==> src/rtl/i2s_rx.sv <==
// rtl/i2s_rx.sv - I2S single-channel receiver producing one-cycle-valid signed Q15 samples
// Optional rounding with saturation when I2S_RX_ROUND_EN is defined; truncation otherwise.
module i2s_rx #(
    parameter int SLOT_BITS = 32,
    parameter int DATA_BITS = 24,
    parameter int OUT_BITS  = 16,
    parameter int CHANNEL   = 0
) (
    input  logic                       clk,
    input  logic                       reset,
    input  logic                       enable,
    input  logic                       i2s_sck,
    input  logic                       i2s_ws,
    input  logic                       i2s_sd,
    output logic signed [OUT_BITS-1:0] sample_out,
    output logic                       sample_valid,
    output logic                       frame_err,
    output logic                       locked
);

    typedef enum logic [1:0] {UNLOCKED, OTHER, CAPTURE, DONE} state_t;

    localparam int BW = $clog2(DATA_BITS + 1);
    localparam int SW = $clog2(SLOT_BITS + 2);

    state_t               state, state_next;
    logic                 sck_s1, sck_s2, sck_s3;
    logic                 ws_s1, ws_s2, sd_s1, sd_s2;
    logic                 ws_prev;
    logic [BW-1:0]        bit_cnt;
    logic [SW-1:0]        slot_cnt;
    logic [DATA_BITS-1:0] shreg, shreg_next;
    logic [OUT_BITS-1:0]  trunc, out_val;
    logic                 rise, boundary, ws_is_ch;
    logic                 do_shift, emit, err;

    assign rise       = sck_s2 & ~sck_s3;
    assign boundary   = rise & (ws_s2 != ws_prev);
    assign ws_is_ch   = (ws_s2 == (CHANNEL != 0));
    assign shreg_next = {shreg[DATA_BITS-2:0], sd_s2};
    assign trunc      = shreg_next[DATA_BITS-1 -: OUT_BITS];
    assign locked     = (state != UNLOCKED);

`ifdef I2S_RX_ROUND_EN
    logic rbit;
    assign rbit = shreg_next[DATA_BITS-OUT_BITS-1];
    // Only the most positive code can overflow when adding the half-LSB.
    always_comb begin
        out_val = trunc + {{(OUT_BITS-1){1'b0}}, rbit};
        if (rbit && trunc == {1'b0, {(OUT_BITS-1){1'b1}}})
            out_val = trunc;
    end
`else
    assign out_val = trunc;
`endif

    always_comb begin
        state_next = state;
        do_shift   = 1'b0;
        emit       = 1'b0;
        err        = 1'b0;
        if (!enable) begin
            state_next = UNLOCKED;
        end else if (boundary) begin
            // A boundary mid-capture is a short slot; it still starts the next slot.
            err        = (state == CAPTURE);
            state_next = ws_is_ch ? CAPTURE : OTHER;
        end else if (rise && state != UNLOCKED && slot_cnt == SW'(SLOT_BITS)) begin
            err        = 1'b1;
            state_next = UNLOCKED;
        end else if (rise && state == CAPTURE) begin
            do_shift = 1'b1;
            if (bit_cnt == BW'(DATA_BITS - 1)) begin
                emit       = 1'b1;
                state_next = DONE;
            end
        end
    end

    always_ff @(posedge clk) begin
        if (reset) begin
            state        <= UNLOCKED;
            sck_s1       <= 1'b0;
            sck_s2       <= 1'b0;
            sck_s3       <= 1'b0;
            ws_s1        <= 1'b0;
            ws_s2        <= 1'b0;
            sd_s1        <= 1'b0;
            sd_s2        <= 1'b0;
            ws_prev      <= 1'b0;
            bit_cnt      <= '0;
            slot_cnt     <= '0;
            shreg        <= '0;
            sample_out   <= '0;
            sample_valid <= 1'b0;
            frame_err    <= 1'b0;
        end else begin
            sck_s1       <= i2s_sck;
            sck_s2       <= sck_s1;
            sck_s3       <= sck_s2;
            ws_s1        <= i2s_ws;
            ws_s2        <= ws_s1;
            sd_s1        <= i2s_sd;
            sd_s2        <= sd_s1;
            state        <= state_next;
            sample_valid <= emit;
            frame_err    <= err;
            if (rise)
                ws_prev <= ws_s2;
            if (boundary) begin
                bit_cnt  <= '0;
                slot_cnt <= '0;
                shreg    <= '0;
            end else if (rise) begin
                if (slot_cnt != SW'(SLOT_BITS))
                    slot_cnt <= slot_cnt + SW'(1);
                if (do_shift) begin
                    shreg   <= shreg_next;
                    bit_cnt <= bit_cnt + BW'(1);
                end
            end
            if (emit)
                sample_out <= out_val;
        end
    end

endmodule

==> config.mk <==
export PLATFORM = sky130hd
export DESIGN_NAME = i2s_rx
export DESIGN_NICKNAME = d
export VERILOG_FILES = /design/src/rtl/i2s_rx.sv
export SDC_FILE = /design/constraint.sdc
export NUM_CORES = 1
export LEC_CHECK = 0
export CAP_MARGIN = 40
export CORE_MARGIN = 2
export CORE_UTILIZATION = 55
export DETAILED_ROUTE_END_ITERATION = 8
export GPL_TIMING_DRIVEN = 0
export MAX_ROUTING_LAYER = met4
export PLACE_DENSITY = 0.87
export SETUP_SLACK_MARGIN = 0.2
export SYNTH_ARGS = -nofsm -noshare
export SYNTH_HDL_FRONTEND = slang
export SYNTH_SLANG_ARGS = --single-unit
==> constraint.sdc <==
create_clock -name clk -period 2.2 [get_ports clk]
set_input_delay 0.44 -clock clk [delete_from_list [all_inputs] [get_ports clk]]
set_output_delay 0.44 -clock clk [all_outputs]
set_load 0.02 [all_outputs]
# Word-level counts from Yosys, hierarchy flattened
# Index checks and enable logic that the tools add are counted.
[word_totals] ff_bits=62 input_bits=6 output_inout_bits=19 word_cells=53
[classes] n_addsub=2 eq_ne=5 mux=16 bitwise=4 reduce_logical=11
[op_table] operator="2-to-1 mux 1 bit" n=11
[op_table] operator="2-to-1 mux 2 bit" n=5
[op_table] operator="adder 6 x 1 -> 6 bit, second input constant" n=1
[op_table] operator="equality test 6 bit, second input constant" n=1
[op_table] operator="inequality test 6 bit, second input constant" n=1
[op_table] operator="AND reduction 2 bit" n=3
[op_table] operator="nonzero test 3 bit" n=2
[op_table] operator="adder 5 x 1 -> 5 bit, second input constant" n=1
[op_table] operator="equality test 5 bit, second input constant" n=1
[op_table] operator="OR reduction 2 bit" n=2
[op_table] operator="logical AND 1 bit" n=3
[op_table] operator="AND 1 bit" n=2
[op_table] operator="equality test 2 bit, second input constant" n=1
[op_table] operator="NOT 1 bit" n=2
[op_table] operator="nonzero test 2 bit" n=1
[op_table] operator="inequality test 1 bit" n=1

# Logic depth before layout (Yosys ltp)
[logic_depth] ltp_word=8 depth_mapped=7

# Least setup slack after synthesis
# No wires, ideal clock.
[synth_timing] path_kind="reg2reg" from="register slot_cnt[0]" to="register sample_out[10]" setup_time_ns=0.072 arrival_ns=1.753 setup_slack_ns=0.376 stages_incl_launch_ff=8 n_path_buf=1 period_less_slack_ns=1.824 cell_sequence="dfxtp_1 -> inv_1 -> ha_1 -> nand4bb_2 -> o211ai_4 -> nor4_4 -> buf_6 -> mux2i_1"
[synth_via] elab_chain_len=5
[synth_lines] element="start, declared" line_no="31" rtl="logic [SW-1:0] slot_cnt;"
[synth_lines] element="start signal, assigned" line_no="116" rtl="slot_cnt <= slot_cnt + SW'(1);"
[synth_lines] element="equality test 6 bit" line_no="68" rtl="end else if (rise && state != UNLOCKED && slot_cnt == SW'(SLOT_BITS)) begin"
[synth_lines] element="logical AND 1 bit" line_no="68"
[synth_lines] element="2-to-1 mux 1 bit" line_no="68"
[synth_lines] element="2-to-1 mux 1 bit" line_no="64" rtl="end else if (boundary) begin"
[synth_lines] element="2-to-1 mux 1 bit" line_no="62" rtl="if (!enable) begin"
[synth_lines] element="end signal, assigned" line_no="123" rtl="sample_out <= out_val;"
[synth_lines] element="end, declared" line_no="15" rtl="output logic signed [OUT_BITS-1:0] sample_out,"
# Every way passes these cells.
# A chain may end at the register's enable or synchronous reset.

# Worst setup path after layout
[layout_timing] from="register slot_cnt[0]" to="register bit_cnt[3]"
[layout_via] elab_chain_len=6
[layout_lines] element="equality test 6 bit" line_no="68"
[layout_lines] element="logical AND 1 bit" line_no="68"
[layout_lines] element="2-to-1 mux 1 bit" line_no="68"
[layout_lines] element="2-to-1 mux 1 bit" line_no="64"
[layout_lines] element="2-to-1 mux 1 bit" line_no="62"
[layout_lines] element="AND reduction 2 bit (no source line)"
[layout_lines] element="end signal, assigned" line_no="119" rtl="bit_cnt <= bit_cnt + BW'(1);"
[layout_lines] element="end, declared" line_no="30" rtl="logic [BW-1:0] bit_cnt;"
# Every way passes these cells.

==> summary.md <==
| Metric | Value |
|---|---|
| Status | finished, final reports clean |
| # diodes | 0 |
| Number of synthesized flops with an enable pin | 0 |
| GR Util All Layers | a little under a quarter |
| Clk_lat worst skew | about 330 ps |
| Hold Fails Final Rpt | 0 |
| Max-cap violations | 0 |
| Post-synth top area share | 48.5% |
| Least-Margin Pin Slew | around 540 ps |
| Syn nets | 290 |
| Routed WL per cell | around 13 um |
| Core ar. | between 4000 and 5000 um2 |
| Pre-Repair DR Iteration Count | 4 |
| Max transition margin | between 60 and 70% |
| Hold Path Class | flop to flop |
| IO buf count | 24 |
| DRC | 0 |
| Cell Area, Synth | between 2000 and 3000 um2 |
| Die Y | 72.2 um |
| Clock Sinks | 62 |
| Worst Path Required | between 2000 and 2500 ps |
| Layout fillers | roughly 340 |
| Vias in the first global route | between 2000 and 2500 |
| 1st-iter DRT viols | 193 |
| Ratio of final minimum period to clock period | between 80% and 90% |
| Synth area leaders | dfxtp_1 48%, nand2b_1 8.3%, mux2i_1 6.6% |
| Fraction of layout cells with a size suffix above 1 | around a tenth |
| Average size of a mapped cell | about 9.1 um2 |
| Maximum fanout along the worst path | 10 |
| Initial antenna violation count | 0 |
| Final RePlAce weighted congestion | around 0.9 |
| Via/cell ratio | 5.41 |
| Num CTS Buffers | 9 |
| Layout Nets | 327 |
| Area growth syn-to-layout | 19.4% |
| Fin util | between 60 and 70% |
| Placed cell count | around 360 |
| CTS tree | yes |
| Yosys top cell by area | dfxtp_1 |
| Cell count after synthesis | about 280 |
| DRT antenna net count | 0 |
| Power Dens Cells | around 670 nW/um2 |
| Starting Density | 58.0% |
| CTS Hold Bufs | 0 |
| FMAX | roughly 530 MHz |
| Setup repair after global routing missed its margin | true |
| Fin cells | 372 |
| CTS clk-pin slew, worst paths | approximately 60 ps |
| Crit path capture type | flop |
| Seq/Total Area, Yosys | 48.5% |
| CP startpoint kind | flop |
| Via count | between 2000 and 2500 |
| Synth top cells by count | 62 x dfxtp_1, 34 x nand2b_1, 29 x nand2_1, 27 x nand3_1, 27 x o21ai_0 |
| Final worst path period need | roughly 1900 ps |
| Minimum hold slack | around 440 ps |
| Largest net degree at the start of global routing | 11 |
| TNS Setup | 0 ps |
| First-pass GRT wire length | between 9000 and 10000 um |
| Number of H-tree levels | 3 |
| Ys Warns | 0 |
| Root buffer cell | clkbuf_8 |
| I/O pins | 25 |
| CTS max path bufs | 2 |
| Peak supply drop | 418 uV |
| HPWL after DPL | 3380 um |
| Synth unique cells | 32 |
| Global route overflow | 0 |
| Die area | 5220 um2 |
| Clock Skew | 9.42 ps |
| Register bit total from synthesis | between 60 and 70 |
| Die X | just over 70 um |
| Critical setup path kind | flop to flop |
| Slew Viols, Final | 0 |
| Synth Flop Type | dfxtp_1 |
| Worst Path Arrival | between 2000 and 2500 ps |
| Async S/R FF share, synth | 0% |
| Drt total wl | 5020 um |
| Site Rows | 24 |
| Leakage power | about 1.0 nW |
| Cell with the most instances after synthesis | dfxtp_1 |
| Final setup fails | 0 |
power by group:
group | switching [W] | internal, W
sequential | 0.00000328 | 0.00113
clock | 0.000391 | 0.000447
combinational | 0.0000468 | 0.0000327
layout make-up:
| cell class | instances | area, um2 | share of cell area, % |
|---|---|---|---|
| Clock inverter | 2 | 10.0 | 0.327 |
| Multi-Input combinational cell | 196 | 1230 | 40.1 |
| Clock buffer | 11 | 151 | 4.95 |
| Buffer | 19 | 90.1 | 2.95 |
| Timing Repair Buffer | 26 | 258 | 8.43 |
| Inverter | 4 | 15.0 | 0.491 |
| Sequential cell | 62 | 1240 | 40.6 |
| Tap cell | 52 | 65.1 | 2.13 |
logic make-up after synthesis:
logic type	count (synthesis)	synth area share [%]
and+or+nand+nor	124	26.3
DFF	62	48.5
AOI/OAI and AO/OA	44	10.4
buffers and inverters	23	3.91
muxes	17	6.65
xor gates and xnor gates	8	2.74
adders and majority gates	3	1.47
per-layer routing:
layer | wire length, um | vias to the layer above | share of wire (%) | GRT usage (%)
li1 | - | 1026 | - | -
met1 | 2280 | 929 | 45 | 28.8
met2 | 2410 | 48 | 48 | 33.3
met3 | 245 | 8 | 4.9 | 7.50
met4 | 84 | 0 | 1.7 | 11.3
met5 | 0 | - | 0 | -
state kept, by name, summed over array words and instances (netlist names), 2 cells and up:
| name | cells |
|---|---|
| shreg | 23 |
| state | 2 |
| slot_cnt | 6 |
| bit_cnt | 5 |
| sample_out | 16 |
metrics by stage:
step           instance area (um2)  setup WS, ps  power (W)
5_1_grt                       3060           198    0.00212
3_3_place_gp                  2870          -126    0.00123
6_report                      3060           321    0.00205
2_1_floorplan                 2560           376    0.00121
3_5_place_dp                  2870          -176    0.00124
4_1_cts                       3040           208    0.00207
worst paths after layout:
path	from	slack (ps)	cells past startpoint	endpoint
worst min-delay path	sck_s1$_SDFF_PP0_	440	1	sck_s2$_SDFF_PP0_
worst max register to register	slot_cnt[0]$_SDFFE_PP0P_	320	7	bit_cnt[3]$_SDFFE_PP0P_
worst max-delay path	slot_cnt[0]$_SDFFE_PP0P_	320	7	bit_cnt[3]$_SDFFE_PP0P_
worst min register to register	sck_s1$_SDFF_PP0_	440	1	sck_s2$_SDFF_PP0_
placed cells by master (no fill, tap or decap), types with 2 or more instances in the layout:
| cell | synthesis | final |
|---|---|---|
| clkbuf_2 | 0 | 4 |
| o2111ai_1 | 2 | 2 |
| clkbuf_8 | 0 | 11 |
| o21ai_0 | 27 | 27 |
| or3_1 | 3 | 3 |
| clkinv_2 | 0 | 2 |
| mux2i_1 | 17 | 17 |
| inv_1 | 4 | 4 |
| buf_4 | 0 | 2 |
| clkbuf_1 | 13 | 8 |
| nand4_1 | 3 | 3 |
| xor2_1 | 6 | 5 |
| xnor2_1 | 2 | 2 |
| ha_1 | 3 | 3 |
| nand2b_1 | 34 | 34 |
| nand3_1 | 27 | 27 |
| buf_2 | 5 | 5 |
| nand2_1 | 29 | 29 |
| a21oi_1 | 6 | 6 |
| clkdlybuf4s50_1 | 0 | 23 |
| dfxtp_1 | 62 | 62 |
| o21ai_1 | 3 | 3 |
| nor2_1 | 12 | 12 |
| nor2b_1 | 10 | 10 |
what timing repair did:
item                                   4_1_cts  5_1_grt
setup endpoints to repair                   10       26
setup buffers                                2        0
endpoints found under the hold margin        0        0
gates resized for setup                      0       11
pin swaps                                    1        0
worst max-delay path, cell delays in order (launching register included):
cell and delay (ps):
dfxtp_1 330, inv_1 90, ha_1 170, nand4bb_2 230, o2111ai_2 400, buf_2 300, o21ai_0 150, a21oi_1 130
Note: power is estimated with default switching activity, not from simulation.
